[src/rtl/tsmall_weight_sampler_if.sv]
// Signal bundle between the fixed-weight sampler, its RNG source, the r coefficient RAM
// and the key-generation sequencer. The sampler uses the master modport.
interface tsmall_weight_sampler_if #(
    parameter int AW = 10,
    parameter int DW = 12
);
    logic          start;
    logic          busy;
    logic          done;
    logic [AW:0]   rnd_data;
    logic          rnd_valid;
    logic          rnd_ready;
    logic          mem_we;
    logic [AW-1:0] mem_waddr;
    logic [DW-1:0] mem_wdata;
    logic [AW-1:0] mem_raddr;
    logic [DW-1:0] mem_rdata;
    logic [AW-1:0] nz_count;
    logic [15:0]   reject_count;

    modport master (
        input  start, rnd_data, rnd_valid, mem_rdata,
        output busy, done, rnd_ready, mem_we, mem_waddr, mem_wdata, mem_raddr,
               nz_count, reject_count
    );

    modport slave (
        output start, rnd_data, rnd_valid, mem_rdata,
        input  busy, done, rnd_ready, mem_we, mem_waddr, mem_wdata, mem_raddr,
               nz_count, reject_count
    );
endinterface

[src/rtl/tsmall_weight_sampler.sv]
// Fills the small-polynomial RAM with a ternary polynomial of exactly W nonzero (+1/-1) entries:
// clear every address, then place random indices, rejecting out-of-range and occupied slots.
module tsmall_weight_sampler #(
    parameter int P  = 677,
    parameter int W  = 202,
    parameter int AW = 10,
    parameter int DW = 12
) (
    input  logic                    clk,
    input  logic                    rst_n,
    tsmall_weight_sampler_if.master bus
);
    typedef enum logic [2:0] {
        S_IDLE,
        S_CLEAR,
        S_DRAW,
        S_READ,
        S_CHECK,
        S_DONE
    } state_e;

    localparam logic [AW:0]   P_EXT     = (AW+1)'(P);
    localparam logic [AW:0]   W_EXT     = (AW+1)'(W);
    localparam logic [AW-1:0] LAST_ADDR = AW'(P - 1);
    localparam logic [DW-1:0] CODE_POS  = DW'(1);
    localparam logic [DW-1:0] CODE_NEG  = DW'(3);

    state_e        state_q, state_d;
    logic [AW-1:0] cnt_q, cnt_d;
    logic [AW-1:0] raddr_q, raddr_d;
    logic          sign_q, sign_d;
    logic [AW-1:0] nz_q, nz_d;
    logic [15:0]   rej_q, rej_d;

    logic          in_range;
    logic          slot_free;
    logic [AW:0]   nz_inc;

    function automatic logic [15:0] sat_inc(input logic [15:0] v);
        return (v == 16'hFFFF) ? v : v + 16'd1;
    endfunction

    assign in_range  = ({1'b0, bus.rnd_data[AW-1:0]} < P_EXT);
    assign slot_free = (bus.mem_rdata == '0);
    assign nz_inc    = {1'b0, nz_q} + (AW+1)'(1);

    // NOTE: reset is synchronous, so it lives inside the clocked branch rather than the sensitivity list.
    always_ff @(posedge clk) begin
        if (!rst_n) begin
            state_q <= S_IDLE;
            cnt_q   <= '0;
            raddr_q <= '0;
            sign_q  <= 1'b0;
            nz_q    <= '0;
            rej_q   <= '0;
        end else begin
            state_q <= state_d;
            cnt_q   <= cnt_d;
            raddr_q <= raddr_d;
            sign_q  <= sign_d;
            nz_q    <= nz_d;
            rej_q   <= rej_d;
        end
    end

    always_comb begin
        // NOTE: defaults first on every variable of a combinational block, otherwise a latch is inferred.
        state_d = state_q;
        cnt_d   = cnt_q;
        raddr_d = raddr_q;
        sign_d  = sign_q;
        nz_d    = nz_q;
        rej_d   = rej_q;
        case (state_q)
            S_IDLE: begin
                if (bus.start) begin
                    state_d = S_CLEAR;
                    cnt_d   = '0;
                    nz_d    = '0;
                    rej_d   = '0;
                end
            end
            S_CLEAR: begin
                cnt_d = cnt_q + AW'(1);
                if (cnt_q == LAST_ADDR) begin
                    state_d = (W == 0) ? S_DONE : S_DRAW;
                end
            end
            S_DRAW: begin
                if (bus.rnd_valid) begin
                    if (in_range) begin
                        raddr_d = bus.rnd_data[AW-1:0];
                        sign_d  = bus.rnd_data[AW];
                        state_d = S_READ;
                    end else begin
                        rej_d = sat_inc(rej_q);
                    end
                end
            end
            S_READ: state_d = S_CHECK;
            S_CHECK: begin
                if (!slot_free) begin
                    rej_d   = sat_inc(rej_q);
                    state_d = S_DRAW;
                end else begin
                    nz_d    = nz_inc[AW-1:0];
                    state_d = (nz_inc == W_EXT) ? S_DONE : S_DRAW;
                end
            end
            S_DONE:  state_d = S_IDLE;
            default: state_d = S_IDLE;
        endcase
    end

    // Raddr doubles as the write address in CHECK: it still holds the index being placed.
    always_comb begin
        bus.mem_we    = 1'b0;
        bus.mem_waddr = '0;
        bus.mem_wdata = '0;
        case (state_q)
            S_CLEAR: begin
                bus.mem_we    = 1'b1;
                bus.mem_waddr = cnt_q;
            end
            S_CHECK: begin
                if (slot_free) begin
                    bus.mem_we    = 1'b1;
                    bus.mem_waddr = raddr_q;
                    bus.mem_wdata = sign_q ? CODE_NEG : CODE_POS;
                end
            end
            default: ;
        endcase
        bus.busy      = (state_q != S_IDLE);
        bus.done      = (state_q == S_DONE);
        bus.rnd_ready = (state_q == S_DRAW);
    end

    assign bus.mem_raddr    = raddr_q;
    assign bus.nz_count     = nz_q;
    assign bus.reject_count = rej_q;
endmodule
[src/flat_wrapper.sv]
// flat-port wrapper written by rule: the top's interface ports become plain ports
module tsmall_weight_sampler_flat 
#(
    parameter int P  = 677,
    parameter int W  = 202,
    parameter int AW = 10,
    parameter int DW = 12
)
  (clk, rst_n, bus_start, bus_rnd_data, bus_rnd_valid, bus_mem_rdata, bus_busy, bus_done, bus_rnd_ready, bus_mem_we, bus_mem_waddr, bus_mem_wdata, bus_mem_raddr, bus_nz_count, bus_reject_count);
  tsmall_weight_sampler_if #(.AW(AW), .DW(DW)) bus_i ();
  input  logic clk;
  input  logic rst_n;
  input wire logic [$bits(bus_i.start)-1:0] bus_start;
  input wire logic [$bits(bus_i.rnd_data)-1:0] bus_rnd_data;
  input wire logic [$bits(bus_i.rnd_valid)-1:0] bus_rnd_valid;
  input wire logic [$bits(bus_i.mem_rdata)-1:0] bus_mem_rdata;
  output wire logic [$bits(bus_i.busy)-1:0] bus_busy;
  output wire logic [$bits(bus_i.done)-1:0] bus_done;
  output wire logic [$bits(bus_i.rnd_ready)-1:0] bus_rnd_ready;
  output wire logic [$bits(bus_i.mem_we)-1:0] bus_mem_we;
  output wire logic [$bits(bus_i.mem_waddr)-1:0] bus_mem_waddr;
  output wire logic [$bits(bus_i.mem_wdata)-1:0] bus_mem_wdata;
  output wire logic [$bits(bus_i.mem_raddr)-1:0] bus_mem_raddr;
  output wire logic [$bits(bus_i.nz_count)-1:0] bus_nz_count;
  output wire logic [$bits(bus_i.reject_count)-1:0] bus_reject_count;
  assign bus_i.start = bus_start;
  assign bus_i.rnd_data = bus_rnd_data;
  assign bus_i.rnd_valid = bus_rnd_valid;
  assign bus_i.mem_rdata = bus_mem_rdata;
  assign bus_busy = bus_i.busy;
  assign bus_done = bus_i.done;
  assign bus_rnd_ready = bus_i.rnd_ready;
  assign bus_mem_we = bus_i.mem_we;
  assign bus_mem_waddr = bus_i.mem_waddr;
  assign bus_mem_wdata = bus_i.mem_wdata;
  assign bus_mem_raddr = bus_i.mem_raddr;
  assign bus_nz_count = bus_i.nz_count;
  assign bus_reject_count = bus_i.reject_count;
  tsmall_weight_sampler #(.P(P), .W(W), .AW(AW), .DW(DW)) u_core (.clk(clk), .rst_n(rst_n), .bus(bus_i));
endmodule
[config.mk]
export PLATFORM = sky130hd
export DESIGN_NAME = tsmall_weight_sampler_flat
export DESIGN_NICKNAME = d
export VERILOG_FILES = /design/src/rtl/tsmall_weight_sampler_if.sv /design/src/rtl/tsmall_weight_sampler.sv /design/src/flat_wrapper.sv
export SDC_FILE = /design/constraint.sdc
export NUM_CORES = 1
export LEC_CHECK = 0
export CORE_UTILIZATION = 35
export DETAILED_ROUTE_END_ITERATION = 6
export PLACE_DENSITY = 0.64
export SLEW_MARGIN = 10
export SYNTH_ARGS = -nofsm -noshare
export SYNTH_HDL_FRONTEND = slang
export SYNTH_SLANG_ARGS = --single-unit
[constraint.sdc]
create_clock -name clk -period 7.3 [get_ports clk]
set_input_delay 2.19 -clock clk [delete_from_list [all_inputs] [get_ports clk]]
set_output_delay 2.19 -clock clk [all_outputs]
set_load 0.05 [all_outputs]
==> impl_metrics.yaml, run 1 <==
clock_network:
  cts_buffers: 5
  post_cts_resized: 0
  post-cts-setup-buffers: 0
  clk_pin_slew_worst_paths_ps: 80
  cts_hold_buf: 0
  cts_max_path_buffers: 2
  clock-root-buffer: "clkbuf_8"
  clk_latency_ps: 300
  cts_tree: "built"
  numClockSinks: 50
  htreeDepth: 2
sta:
  fin_tns_setup_ps: 0
  tightest_slew_ps: 1140
  max_freq_mhz: 146
  rsz0062_at_grt: "no"
  final_max_slew_viol_count: 0
  setup_viol: 0
  slew_headroom_pct: 23.5
  period_needed_ps: 6830
  skew_ps: 11.0
  finalCritPeriodShare_pct: 93.5
  hold_viol: 0
grt:
  grt_pass1_vias: 2578
  grtUsageMet1_pct: 24.5
  gr-usage-met3_pct: 2.82
  grt_overflow: 0
  antenna_found_initial: 0
  met2_usage_pct: 27.5
  grt_busiest_layer: "met2"
  grt_pass1_wl_mm: 12.5
  grt_use_total_pct: 17.4
  grt_max_degree: 37
synthesis:
  synthFlopType: "dfxtp_1"
  syn_area_um2: 3010
  synthArstFlopShare_pct: 0
  ys_warn_count: 0
  yosysUniqueCellTypes: 51
  synth-seq-cells: 50
  postSynthAreaPerCell_um2: 7.82
  ys_seq_area_share_pct: 33.2
  synthTopCellsByCount: "50 x dfxtp_1, 36 x nor2_1, 31 x nand3_1, 28 x nand2_1, 24 x nor2b_1"
  synth_top_cell_by_area: "dfxtp_1"
  yosysMostFrequentCell: "dfxtp_1"
  synth_top_area_share_pct: 33.2
  syn_inst: 385
  synthTopCellsByArea: "dfxtp_1 33%, nand3_1 5.2%, nor2b_1 5.0%"
  synth-edff-count: 0
place:
  port_buffers: 78
  dpl.cell_count: 547
  hpwl_mm: 5.53
  place.gp.congestion: 0.855
worst_setup_path:
  start_kind: "input port"
  crit_fanout: 14
  required_ps: 5110
  worst_setup_path_end_kind: "primary output"
  critPathArrivalTime_ps: 4640
  rr_worst_depth: 6
  crit_type: "input port to primary output"
floorplanning:
  rows: 33
  die_area_um2: 8980
  start_util_pct: 36.5
  core_area_um2: 8260
  fp.dieH_um: 94.8
  io_pins: 89
  die-width_um: 94.8
job:
  maxCapViolCount: 0
route:
  drc: 0
  num_vias: 2824
  drt_iter0_drc: 127
  drt_pre_antenna_iters: 4
  viasPerCell: 5.10
  wire_per_inst_um: 13.9
  routed_wl_mm: 7.70
  ant_nets: 0
pwr:
  power.density_nw_per_um2: 189
  peakVddDrop_mv: 0.0852
  p_leak_nw: 1.39
cells_and_area:
  final_nets: 481
  antennaDiodeCount: 0
  areaGrowthSynthToFinish_pct: 28.7
  stdcell_count: 554
  drive_above_1_share_pct: 3.79
run_status:
  outcome: "finished, final reports clean"
min_path:
  hp-class: "flop to flop"
  min_path_cells: 2
-- layer usage --
layer  vias to the layer above  wire length, µm  part of all wire, %
li1                       1449                -                    -
met1                      1292             3770                   49
met2                        77             3460                   45
met3                         6              410                  5.3
met4                         0               61                 0.79
met5                         -                0                    0
-- critical path: stages --
cell,delay [ps]
clkdlybuf4s50_1,400
nor4_1,540
and4_4,500
nand2_1,80
o21ai_0,80
clkdlybuf4s50_1,840
-- worst paths after layout --
check | startpoint | end | slack [ps]
setup reg to reg | u_core.state_q[0]$_SDFFE_PN0P_ | u_core.bus.reject_count[3]$_SDFFE_PN0P_ | 4580
setup / recovery | bus_mem_rdata[10] | bus_mem_waddr[1] | 470
hold reg to reg | u_core.cnt_q[0]$_SDFFE_PN0P_ | u_core.cnt_q[0]$_SDFFE_PN0P_ | 500
hold / removal | u_core.cnt_q[0]$_SDFFE_PN0P_ | u_core.cnt_q[0]$_SDFFE_PN0P_ | 500
-- kinds of logic (layout without fill, tap and decap cells) --
kind of cell | Yosys count | count (layout) | share of synthesized area [%]
and+or+nand+nor | 185 | 185 | 32.4
AOI/OAI and AO/OA | 74 | 74 | 15.9
DFF | 50 | 50 | 33.2
buffers and inverters | 40 | 95 | 6.90
xor gates and xnor gates | 16 | 16 | 4.65
muxes | 14 | 14 | 4.65
adders and majority gates | 5 | 5 | 2.08
other | 1 | 10 | 0.125
-- placed cells by master, fill, tap and decap left out, drive strengths merged, types with 5 or more instances in the layout --
cell type / count
nand2: 29
nor2b: 24
dfxtp: 50
nor2: 36
xor2: 10
xnor2: 6
clkdlybuf4s50: 78
o21ai: 24
or3: 5
and3: 6
nor3: 13
and2: 11
a21boi: 5
conb: 10
mux2i: 14
clkbuf: 7
ha: 5
nand4: 5
a21oi: 17
a22o: 8
or2: 5
inv: 7
nand3: 31
nor4: 7
-- sequential cells by signal, summed over array words and instances (netlist names) --
name	cells
u_core.sign_q	1
u_core.bus.mem_raddr	10
u_core.state_q	3
u_core.bus.reject_count	16
u_core.cnt_q	10
u_core.bus.nz_count	10
-- metrics by stage --
step	instance area [µm²]	util, %	hold WS, ps	power [mW]	setup slack [ps]
3_5_place_dp	3800	46.0	489	0.582	477
4_1_cts	3870	46.9	500	0.741	481
2_1_floorplan	3050	-	459	0.514	1210
5_1_grt	3870	46.9	536	0.777	326
6_report	3870	46.9	496	0.733	472
3_3_place_gp	3800	46.0	476	0.580	594
-- cell type report --
type                       count  area [µm²]
clock buffer                   7        76.3
sequential                    50        1000
inverter                       7        26.3
tap                          105         131
fill                         817        4380
timing repair buffer          81         803
multi-input combinational    304        1840
-- where the power goes --
part / total [mW] / switching [mW] / leakage, nW / internal (mW)
clock: 0.157 / 0.0903 / 0.0383 / 0.0664
combinational: 0.263 / 0.172 / 0.950 / 0.0910
sequential: 0.314 / 0.0293 / 0.403 / 0.285
total: 0.733 / 0.291 / 1.39 / 0.442
Note: power is estimated with default switching activity, not from simulation.
==> inputs of run 2 (changes only) <==
Settings changed: CAP_MARGIN from default to 20, GPL_TIMING_DRIVEN from default to 0.
==> impl_metrics.yaml, run 2 (same netlist as run 1, synthesis figures left out) <==
run_status:
  outcome: "finished, final reports clean"
floorplanning:
  io_pins: 89
  core_area_um2: 8260
  start_util_pct: 36.5
  fp.dieH_um: 94.8
  die_area_um2: 8980
  die-width_um: 94.8
  rows: 33
sta:
  rsz0062_at_grt: "no"
  fin_ws_ps: 246
  tightest_slew_ps: 596
  period_needed_ps: 7050
  hold_viol: 0
  fin_tns_setup_ps: 0
  skew_ps: 7.70
  final_max_slew_viol_count: 0
  slew_headroom_pct: 59.9
  max_freq_mhz: 142
  finalCritPeriodShare_pct: 96.6
  setup_viol: 0
pwr:
  p_leak_nw: 1.55
  peakVddDrop_mv: 0.0867
  power.density_nw_per_um2: 203
  power.total_uw: 836
route:
  drt_pre_antenna_iters: 4
  num_vias: 2963
  drt-met1-wl_mm: 3.85
  wire_per_inst_um: 13.6
  wl_met2_mm: 3.56
  wl_met3_um: 483
  drc: 0
  ant_nets: 0
  maxUsedRoutingLayer: "met4"
  drt_iter0_drc: 128
  viasPerCell: 5.07
  routed_wl_mm: 7.96
cells_and_area:
  layout_common_cells: "75 x clkdlybuf4s50_1, 50 x dfxtp_1, 36 x nor2_1, 31 x nand3_1, 28 x nand2_1"
  areaGrowthSynthToFinish_pct: 36.6
  antennaDiodeCount: 0
  drive_above_1_share_pct: 7.52
  largest_reg_flops: 16
  nFillCells: 801
  final_nets: 510
  postLayoutCoreUtil_pct: 49.8
  layout_commonest_cell: "clkdlybuf4s50_1"
place:
  pre_cts_slack_ps: 18.2
  place.gp.congestion: 0.866
  port_buffers: 77
  hpwl_mm: 6.04
min_path:
  min_path_cells: 2
  hp-class: "flop to flop"
clock_network:
  clock-root-buffer: "clkbuf_8"
  cts_hold_buf: 0
  cts_buffers: 5
  cts_tree: "built"
  numClockSinks: 50
  clk_pin_slew_worst_paths_ps: 90
  post-cts-setup-buffers: 0
  htreeDepth: 2
  cts_max_path_buffers: 2
  clk_latency_ps: 310
worst_setup_path:
  crit_fanout: 10
  crit_type: "input port to primary output"
  start_kind: "input port"
  reg2reg_slack_ps: 5050
  critPathArrivalTime_ps: 4860
  rr_worst_depth: 7
  worst_setup_path_end_kind: "primary output"
  required_ps: 5110
job:
  maxCapViolCount: 0
grt:
  grt_pass1_vias: 2683
  grt_max_degree: 16
  grt_use_total_pct: 17.8
  antenna_found_initial: 0
  grt_overflow: 0
  grt_pass1_wl_mm: 12.7
==> run 2: changes by cell type in the layout (fill, tap and decap cells not counted), sizes merged <==
| cell | before | now |
|---|---|---|
| buf | 3 | 16 |
| bufinv | 0 | 2 |
| clkbuf | 7 | 23 |
| clkdlybuf4s50 | 78 | 75 |
| dlymetal6s2s | 0 | 2 |
==> run 2: area by class of cell <==
class                   instances  area [µm²]  share of cell area (%)
flip-flops and latches         50        1000                    24.3
clock inverters                 2        60.1                    1.46
inverters                       7        26.3                   0.639
well taps                     105         131                    3.19
clock buffers                   6        82.6                    2.01
plain buffers                  33         181                    4.41
multi-input cells             304        1860                    45.1
repair buffers                 77         776                    18.9
==> run 2: final timing paths <==
kind,startpoint,to
setup / recovery,bus_mem_rdata[6],bus_mem_waddr[8]
hold / removal,u_core.cnt_q[0]$_SDFFE_PN0P_,u_core.cnt_q[0]$_SDFFE_PN0P_
setup reg to reg,u_core.bus.nz_count[0]$_SDFFE_PN0P_,u_core.state_q[1]$_SDFFE_PN0P_
hold reg to reg,u_core.cnt_q[0]$_SDFFE_PN0P_,u_core.cnt_q[0]$_SDFFE_PN0P_
==> run 2: routing by layer <==
layer	track usage, %	vias up
li1	-	1508
met1	24.2	1353
met2	28.6	96
met3	3.46	6
met4	4.80	0
met5	0	-
==> run 2: critical path: stages <==
cell	delay, ps
clkdlybuf4s50_1	420
nor4_2	450
and4_4	300
buf_6	130
clkbuf_1	350
a22o_1	210
clkdlybuf4s50_1	810
==> run 2: what timing repair did <==
action | CTS | global route
hold endpoints to repair | 0 | 0
endpoints found under the setup margin | 0 | 10
gates resized for setup | 0 | 5
==> run 2: where the power goes <==
part / total, mW / switching [mW] / internal, mW
Sequential: 0.296 / 0.0116 / 0.285
Combinational: 0.298 / 0.196 / 0.102
Clock: 0.243 / 0.0964 / 0.146
Total: 0.836 / 0.304 / 0.533
==> run 2: per-stage QoR <==
step	hold WS [ps]	instances	instance area [µm²]
after global routing	534	584	4110
final	506	584	4110
after detailed placement	493	576	3950
after CTS	508	584	4090
after floorplan	459	394	3050
after global placement	478	576	3950
